File: config.mk
export PLATFORM = sky130hd
export DESIGN_NAME = pipe_stage_skid_reg
export DESIGN_NICKNAME = d
export VERILOG_FILES = /design/src/rtl/pipe_pkg.sv /design/src/rtl/pipe_stage_skid_reg.sv
export SDC_FILE = /design/constraint.sdc
export NUM_CORES = 1
export LEC_CHECK = 0
export ABC_AREA = 1
export CAP_MARGIN = 5
export CELL_PAD_IN_SITES_DETAIL_PLACEMENT = 1
export CELL_PAD_IN_SITES_GLOBAL_PLACEMENT = 1
export CORE_MARGIN = 2
export CORE_UTILIZATION = 44
export DETAILED_ROUTE_END_ITERATION = 10
export HOLD_SLACK_MARGIN = 0.02
export PLACE_DENSITY_LB_ADDON = 0.1
export SYNTH_ARGS = -nofsm -noshare
export SYNTH_HDL_FRONTEND = slang
export SYNTH_SLANG_ARGS = --single-unit
export TNS_END_PERCENT = 30
File: constraint.sdc
create_clock -name clk -period 14.01 [get_ports clk]
set_input_delay 2.802 -clock clk [delete_from_list [all_inputs] [get_ports clk]]
set_output_delay 2.802 -clock clk [all_outputs]
set_load 0.005 [all_outputs]
File: src/rtl/pipe_pkg.sv
// Shared definitions for the inter-stage pipeline registers: handshake state
// encoding plus the ID->EXE default widths and field offsets.
package pipe_pkg;

    typedef enum logic [1:0] {
        EMPTY = 2'd0,
        BUSY  = 2'd1,
        FULL  = 2'd2
    } state_t;

    // ID->EXE control vector: {S, B, MEM_W, MEM_R, WB_EN, EXE_CMD[3:0]}
    localparam int unsigned CTRL_EXE_CMD_LSB = 0;
    localparam int unsigned CTRL_EXE_CMD_W   = 4;
    localparam int unsigned CTRL_WB_EN       = 4;
    localparam int unsigned CTRL_MEM_R       = 5;
    localparam int unsigned CTRL_MEM_W       = 6;
    localparam int unsigned CTRL_B           = 7;
    localparam int unsigned CTRL_S           = 8;
    localparam int unsigned ID_EXE_CTRL_W    = 9;

    // ID->EXE payload layout, LSB offsets; bits [149:145] are reserved.
    localparam int unsigned DATA_PC_LSB      = 0;
    localparam int unsigned DATA_PC_W        = 32;
    localparam int unsigned DATA_VAL_RN_LSB  = 32;
    localparam int unsigned DATA_VAL_RN_W    = 32;
    localparam int unsigned DATA_VAL_RM_LSB  = 64;
    localparam int unsigned DATA_VAL_RM_W    = 32;
    localparam int unsigned DATA_IMM24_LSB   = 96;
    localparam int unsigned DATA_IMM24_W     = 24;
    localparam int unsigned DATA_SHIFT_LSB   = 120;
    localparam int unsigned DATA_SHIFT_W     = 12;
    localparam int unsigned DATA_DEST_LSB    = 132;
    localparam int unsigned DATA_DEST_W      = 4;
    localparam int unsigned DATA_SRC1_LSB    = 136;
    localparam int unsigned DATA_SRC1_W      = 4;
    localparam int unsigned DATA_SRC2_LSB    = 140;
    localparam int unsigned DATA_SRC2_W      = 4;
    localparam int unsigned DATA_CARRY       = 144;
    localparam int unsigned ID_EXE_DATA_W    = 150;

endpackage

File: src/rtl/pipe_stage_skid_reg.sv
// Valid/ready pipeline register with a one-entry skid buffer, flush-to-bubble
// and a saturating downstream-stall counter.
module pipe_stage_skid_reg
    import pipe_pkg::*;
#(
    parameter int unsigned CTRL_W      = ID_EXE_CTRL_W,
    parameter int unsigned DATA_W      = ID_EXE_DATA_W,
    parameter int unsigned STALL_CNT_W = 16
) (
    input  logic                   clk,
    input  logic                   rst,
    input  logic                   flush,
    input  logic                   in_valid,
    output logic                   in_ready,
    input  logic [CTRL_W-1:0]      in_ctrl,
    input  logic [DATA_W-1:0]      in_data,
    output logic                   out_valid,
    input  logic                   out_ready,
    output logic [CTRL_W-1:0]      out_ctrl,
    output logic [DATA_W-1:0]      out_data,
    output logic [STALL_CNT_W-1:0] stall_cnt
);

    state_t state, state_next;

    logic in_fire, out_fire;
    logic load_main_in, load_main_skid, load_skid;

    logic [CTRL_W-1:0] main_ctrl, skid_ctrl;
    logic [DATA_W-1:0] main_data, skid_data;

    // Both handshake outputs come from registered state only.
    assign in_ready  = (state != FULL);
    assign out_valid = (state != EMPTY);
    assign in_fire   = in_valid & in_ready;
    assign out_fire  = out_valid & out_ready;

    always_ff @(posedge clk) begin
        if (!rst) begin
            state <= EMPTY;
        end else begin
            state <= state_next;
        end
    end

    always_comb begin
        state_next     = state;
        load_main_in   = 1'b0;
        load_main_skid = 1'b0;
        load_skid      = 1'b0;
        unique case (state)
            EMPTY: begin
                if (in_fire) begin
                    state_next   = BUSY;
                    load_main_in = 1'b1;
                end
            end
            BUSY: begin
                if (in_fire && out_fire) begin
                    load_main_in = 1'b1;
                end else if (in_fire) begin
                    state_next = FULL;
                    load_skid  = 1'b1;
                end else if (out_fire) begin
                    state_next = EMPTY;
                end
            end
            FULL: begin
                if (out_fire) begin
                    state_next     = BUSY;
                    load_main_skid = 1'b1;
                end
            end
            default: state_next = EMPTY;
        endcase
        if (flush) begin
            state_next     = EMPTY;
            load_main_in   = 1'b0;
            load_main_skid = 1'b0;
            load_skid      = 1'b0;
        end
    end

    always_ff @(posedge clk) begin
        if (!rst) begin
            main_ctrl <= '0;
            skid_ctrl <= '0;
        end else if (flush) begin
            main_ctrl <= '0;
            skid_ctrl <= '0;
        end else begin
            if (load_main_in) begin
                main_ctrl <= in_ctrl;
            end else if (load_main_skid) begin
                main_ctrl <= skid_ctrl;
            end
            if (load_skid) begin
                skid_ctrl <= in_ctrl;
            end
        end
    end

    // Payload carries no reset; it is only meaningful alongside out_valid.
    always_ff @(posedge clk) begin
        if (load_main_in) begin
            main_data <= in_data;
        end else if (load_main_skid) begin
            main_data <= skid_data;
        end
        if (load_skid) begin
            skid_data <= in_data;
        end
    end

    always_ff @(posedge clk) begin
        if (!rst) begin
            stall_cnt <= '0;
        end else if (out_valid && !out_ready && (stall_cnt != '1)) begin
            stall_cnt <= stall_cnt + 1'b1;
        end
    end

    // Stale ctrl may remain after a normal drain, so gate it to a bubble.
    assign out_ctrl = out_valid ? main_ctrl : '0;
    assign out_data = main_data;

endmodule

# After elaboration in Yosys (flattened, before gate mapping)
# Cells that the tools add are included.
# word_totals
out_inout_bits	177
input_bits	164
word_cells	48
reg_bits	336
# classes
reduce_logical	9
n_eq_ne	8
add_sub_neg	1
n_mux	21
bitwise_logic	3
# op_table
operator	n
150-bit two-way mux	2
9-bit two-way mux	3
16-bit by 1-bit adder with 16-bit output, second input constant	1
16-bit != test, second input constant	1
2-bit two-way mux	5
1-bit two-way mux	9
2-bit != test, second input constant	4
2-bit one-hot mux with 3 select lines	1
4-bit AND reduction	1
2-bit nonzero test	2
1-bit logical AND	3
3-bit != test, second input constant	1
1-bit bitwise AND	2
2-bit by 1-bit equality test with 1-bit output, second input constant	1
2-bit equality test, second input constant	1
2-bit zero test	1
1-bit one-hot mux with 2 select lines	1
2-bit OR reduction	1
1-bit zero test	1
1-bit inverter	1

# Depth between registers and ports, before layout
# depth
depth_word	7
mapped_depth	9
mapped_depth_nobuf	9

# Worst setup path before layout
# OpenSTA, ideal clock, no wires.
# synth_timing
kind	input -> register
start	input out_ready
end	register main_data[0] (netlist: out_data[0]) (enable)
required_time_ns	13.508
path_stages	6
slack_ns	7.341
n_path_buf	0
setup_time_ns	0.502
arrival_ns	6.167
path_cell_list	inv_1 -> nand2_1 -> nand2_2 -> o21ai_1 -> nand2_2 -> inv_1
# synth_via
elab_chain_cells	6
# synth_lines
element	line	rtl
start: declaration	pipe_stage_skid_reg.sv:18	input logic out_ready,
1-bit bitwise AND *	pipe_stage_skid_reg.sv:36	assign out_fire = out_valid & out_ready;
1-bit logical AND	pipe_stage_skid_reg.sv:59	if (in_fire && out_fire) begin
1-bit two-way mux	pipe_stage_skid_reg.sv:59	
1-bit one-hot mux with 2 select lines	pipe_stage_skid_reg.sv:51	unique case (state)
1-bit two-way mux	pipe_stage_skid_reg.sv:76	if (flush) begin
2-bit nonzero test (no source line) *	--	
end signal: assignment	pipe_stage_skid_reg.sv:106	main_data <= in_data;
end signal: assignment	pipe_stage_skid_reg.sv:108	main_data <= skid_data;
end: declaration	pipe_stage_skid_reg.sv:30	logic [DATA_W-1:0] main_data, skid_data;
# Mark *: on every way between the ends. The rest lies on a longest branch, timed or not.
# A chain may end at the register's enable or synchronous reset.

# Worst setup path after layout
# layout_timing
start	input out_ready
end	register main_data[28] (netlist: out_data[28]), data pin
# layout_via
elab_chain_cells	6
# layout_lines
element	line	rtl
1-bit bitwise AND	pipe_stage_skid_reg.sv:36	
1-bit logical AND	pipe_stage_skid_reg.sv:59	
1-bit two-way mux	pipe_stage_skid_reg.sv:59	
1-bit one-hot mux with 2 select lines	pipe_stage_skid_reg.sv:51	
1-bit two-way mux	pipe_stage_skid_reg.sv:76	
150-bit two-way mux	pipe_stage_skid_reg.sv:105	if (load_main_in) begin
# No other way between the ends.

==> flow_metrics.py <==
metrics = {
    "setup_path": {
        "worstReg2RegStart": "state[1]",
        "cp.required_ns": 14.27,
        "criticalPathCategory": "in -> reg",
        "endpoint_kind": "flop",
        "cp.arrival_ns": 5.92,
        "rrSetupSlack_ns": 10.70,
        "worstPathMaxFanout": 55,
        "ff2ff_path_depth": 7,
        "timing.rr.end": "out_data[16]",
        "worstSetupStartpointType": "primary input",
    },
    "cells_and_area": {
        "area_delta_synth_final_pct": 36.66,
        "multi_input_area_um2": 3064,
        "layout-drive-gt1-share_pct": 20.90,
        "layout.cells.non_filler": 1528,
        "n_fill_cell": 2712,
        "stdcell_area_um2": 18050,
        "utilization_pct": 61.05,
        "register_area_um2": 9729,
        "nets": 1271,
    },
    "min_path": {
        "holdCritPathClass": "reg -> reg",
        "holdPathEnd": "skid_ctrl[2]",
        "worstHoldStart": "skid_ctrl[2]",
        "min_path_cells": 2,
    },
    "drt": {
        "first_pass_iters": 4,
        "drt_iter0_markers": 410,
        "drc": 0,
        "num_vias": 7625,
        "vias_per_cell": 4.990,
        "wl_per_cell_um": 21.19,
        "wl_mm": 32.37,
        "ant_nets": 0,
    },
    "global_routing": {
        "grt_start_max_net_pins": 81,
        "grt_usage_pct": 20.34,
        "grt_overflow": 0,
        "grt_pass1_wl_mm": 48.41,
        "grt_pass1_vias": 7995,
        "antenna_found_initial": 7,
    },
    "place": {
        "numPlacedInstances": 1458,
        "routabilityCongestion": 0.7850,
        "dp_worst_setup_slack_ns": 7.833,
        "dpl-instance-area_um2": 16860,
        "io_buffers": 340,
        "dp_hpwl_mm": 21.80,
    },
    "cts": {
        "cts_buffers": 36,
        "postCtsHoldBufs": 0,
        "clock-sinks": 336,
        "cts_root_buf": "clkbuf_16",
        "htreeDepth": 2,
        "cts_resized": 0,
        "post_cts_buffers": 0,
        "cts_buffer_depth": 3,
        "clkSlewWorstSetupHoldPaths_ns": 0.06,
        "clkLatencyLatePin_ns": 0.52,
        "tritoncts": "done",
    },
    "timing": {
        "tightest_slew_ns": 1.044,
        "final.min_clock_period_ns": 5.658,
        "min_period_over_period_pct": 40.39,
        "drv_slew": 0,
        "timing.final.ws_setup_ns": 8.352,
        "skew_ns": 0.01693,
        "max_freq_mhz": 176.7,
        "slew_headroom_pct": 30.40,
        "hold_viol_final": 0,
        "finalSetupTns_ns": 0,
        "finalSetupViolCount": 0,
        "rsz0062_at_grt": "no",
    },
    "pwr": {
        "max-vdd-ir-drop_mv": 0.07845,
        "p_leak_nw": 6.241,
        "p_sw_w": 0.0004600,
        "power.share.sequential_pct": 50.2,
        "netSwitchingFraction_pct": 20.54,
        "p_int_w": 0.001780,
        "powerDensity_nw_per_um2": 124.1,
        "comb_power_share_pct": 7.6,
        "clkPwrFrac_pct": 42.2,
    },
    "status": {
        "status": "finished, final reports clean",
    },
    "yosys": {
        "synth-edff-count": 300,
        "ys_warn_count": 0,
        "ys.flop_type": "edfxtp_1",
        "avgSynthCellArea_um2": 17.73,
        "synth_top_area_cell": "edfxtp_1",
        "ys_async_sr_fraction_pct": 0,
        "synthCells": 745,
        "synth_seq_cells": 336,
        "synth_area_um2": 13210,
        "synth.yosys.seq_area_share_pct": 73.67,
        "yosysTopAreaCellShare_pct": 68.21,
        "synth_nets": 910,
        "synth_area_leaders": "edfxtp_1, mux2_4, dfxtp_1",
        "ys_types": 36,
    },
    "floorplanning": {
        "die_x_um": 177.2,
        "initial_core_util_pct": 44.68,
        "core.rowCount": 63,
        "fp.dieH_um": 177.2,
        "core_area_um2": 29560,
        "pin_count": 341,
        "dieArea_um2": 31420,
    },
    "job": {
        "maxCapViolCount": 0,
    },
}
metrics by stage:
| step | hold slack (ns) | total power, W |
|---|---|---|
| 2_1_floorplan | 0.4416 | 0.001218 |
| 3_3_place_gp | 0.4653 | 0.001314 |
| 3_5_place_dp | 0.4617 | 0.001318 |
| 4_1_cts | 0.4695 | 0.002266 |
| 5_1_grt | 0.5022 | 0.002311 |
| 6_report | 0.4697 | 0.002240 |
placed cells by master, fill, tap and decap left out, drive strengths merged, types with 17 or more instances in the layout:
cell type / count
clkdlybuf4s50: 340
edfxtp: 300
mux2: 150
nand2: 81
nor2: 52
clkbuf: 46
dfxtp: 36
inv: 28
clkinv: 20
o21ai: 17
worst max path at each step:
stage               startpoint            to  slack (ns)  cells past startpoint
global placement     out_ready  out_data[29]        7.89                      8
global route         out_ready  out_data[16]        8.18                      8
detailed placement   out_ready  out_data[28]        7.83                      8
floorplan            out_ready   out_data[0]        7.34                      6
finish               out_ready  out_data[28]        8.35                      8
CTS                  out_ready  out_data[28]        8.37                      8
power groups by stage:
stage               Clock (W)  Sequential [W]  Combinational [W]
floorplan                   0         0.00115          0.0000671
global placement            0         0.00115           0.000168
detailed placement          0         0.00115           0.000171
CTS                  0.000967         0.00113           0.000173
global route          0.00100         0.00113           0.000182
finish               0.000944         0.00113           0.000170
Yosys cell counts, types with 4 or more instances:
cell,instances
edfxtp_1,300
mux2_4,100
nand2_1,75
mux2_2,49
nor2_1,47
dfxtp_1,36
inv_1,27
o21ai_0,15
nand4_1,12
a21oi_2,10
buf_12,10
a31oi_1,9
nand2_2,6
a21oi_1,5
buf_2,5
nand3_1,5
xnor2_1,4
worst max-delay path, stage by stage:
cell and delay [ns]:
clkdlybuf4s50_1 0.71, inv_1 0.10, nand2_1 0.15, nand2_2 0.09, nor2_4 0.09, buf_4 0.56
buf_4 0.88, mux2_2 0.42
registers in the layout, indices dropped and copies added, names as in the netlist:
signal	cells
stall_cnt	16
skid_ctrl	9
main_ctrl	9
skid_data	150
state	2
out_data	150
routing by layer:
| layer | GRT usage [%] | routed length, um | vias up |
|---|---|---|---|
| met2 | 34.55 | 16230 | 272 |
| met5 | 0 | 27 | - |
| met1 | 25.65 | 12880 | 3798 |
| met4 | 6.405 | 899 | 4 |
| li1 | - | - | 3492 |
| met3 | 4.961 | 2335 | 59 |
logic make-up after synthesis:
family	after synthesis	synth area share, %
compound gates	42	2.008
xor+xnor	6	0.3979
fa+ha+maj	1	0.09473
buf+inv	56	3.164
flops	336	73.67
mux	150	15.63
simple gates	154	5.031
final cells by class:
type,instances,area share (%)
Tap cell,390,2.704
Clock buffer,46,5.491
Sequential cell,336,53.91
Antenna cell,4,0.05546
Inverter,32,0.7002
Clock inverter,20,1.012
Timing Repair Buffer,347,19.15
Multi-Input combinational cell,353,16.98
No activity file was read; power rests on OpenSTA's default activity.
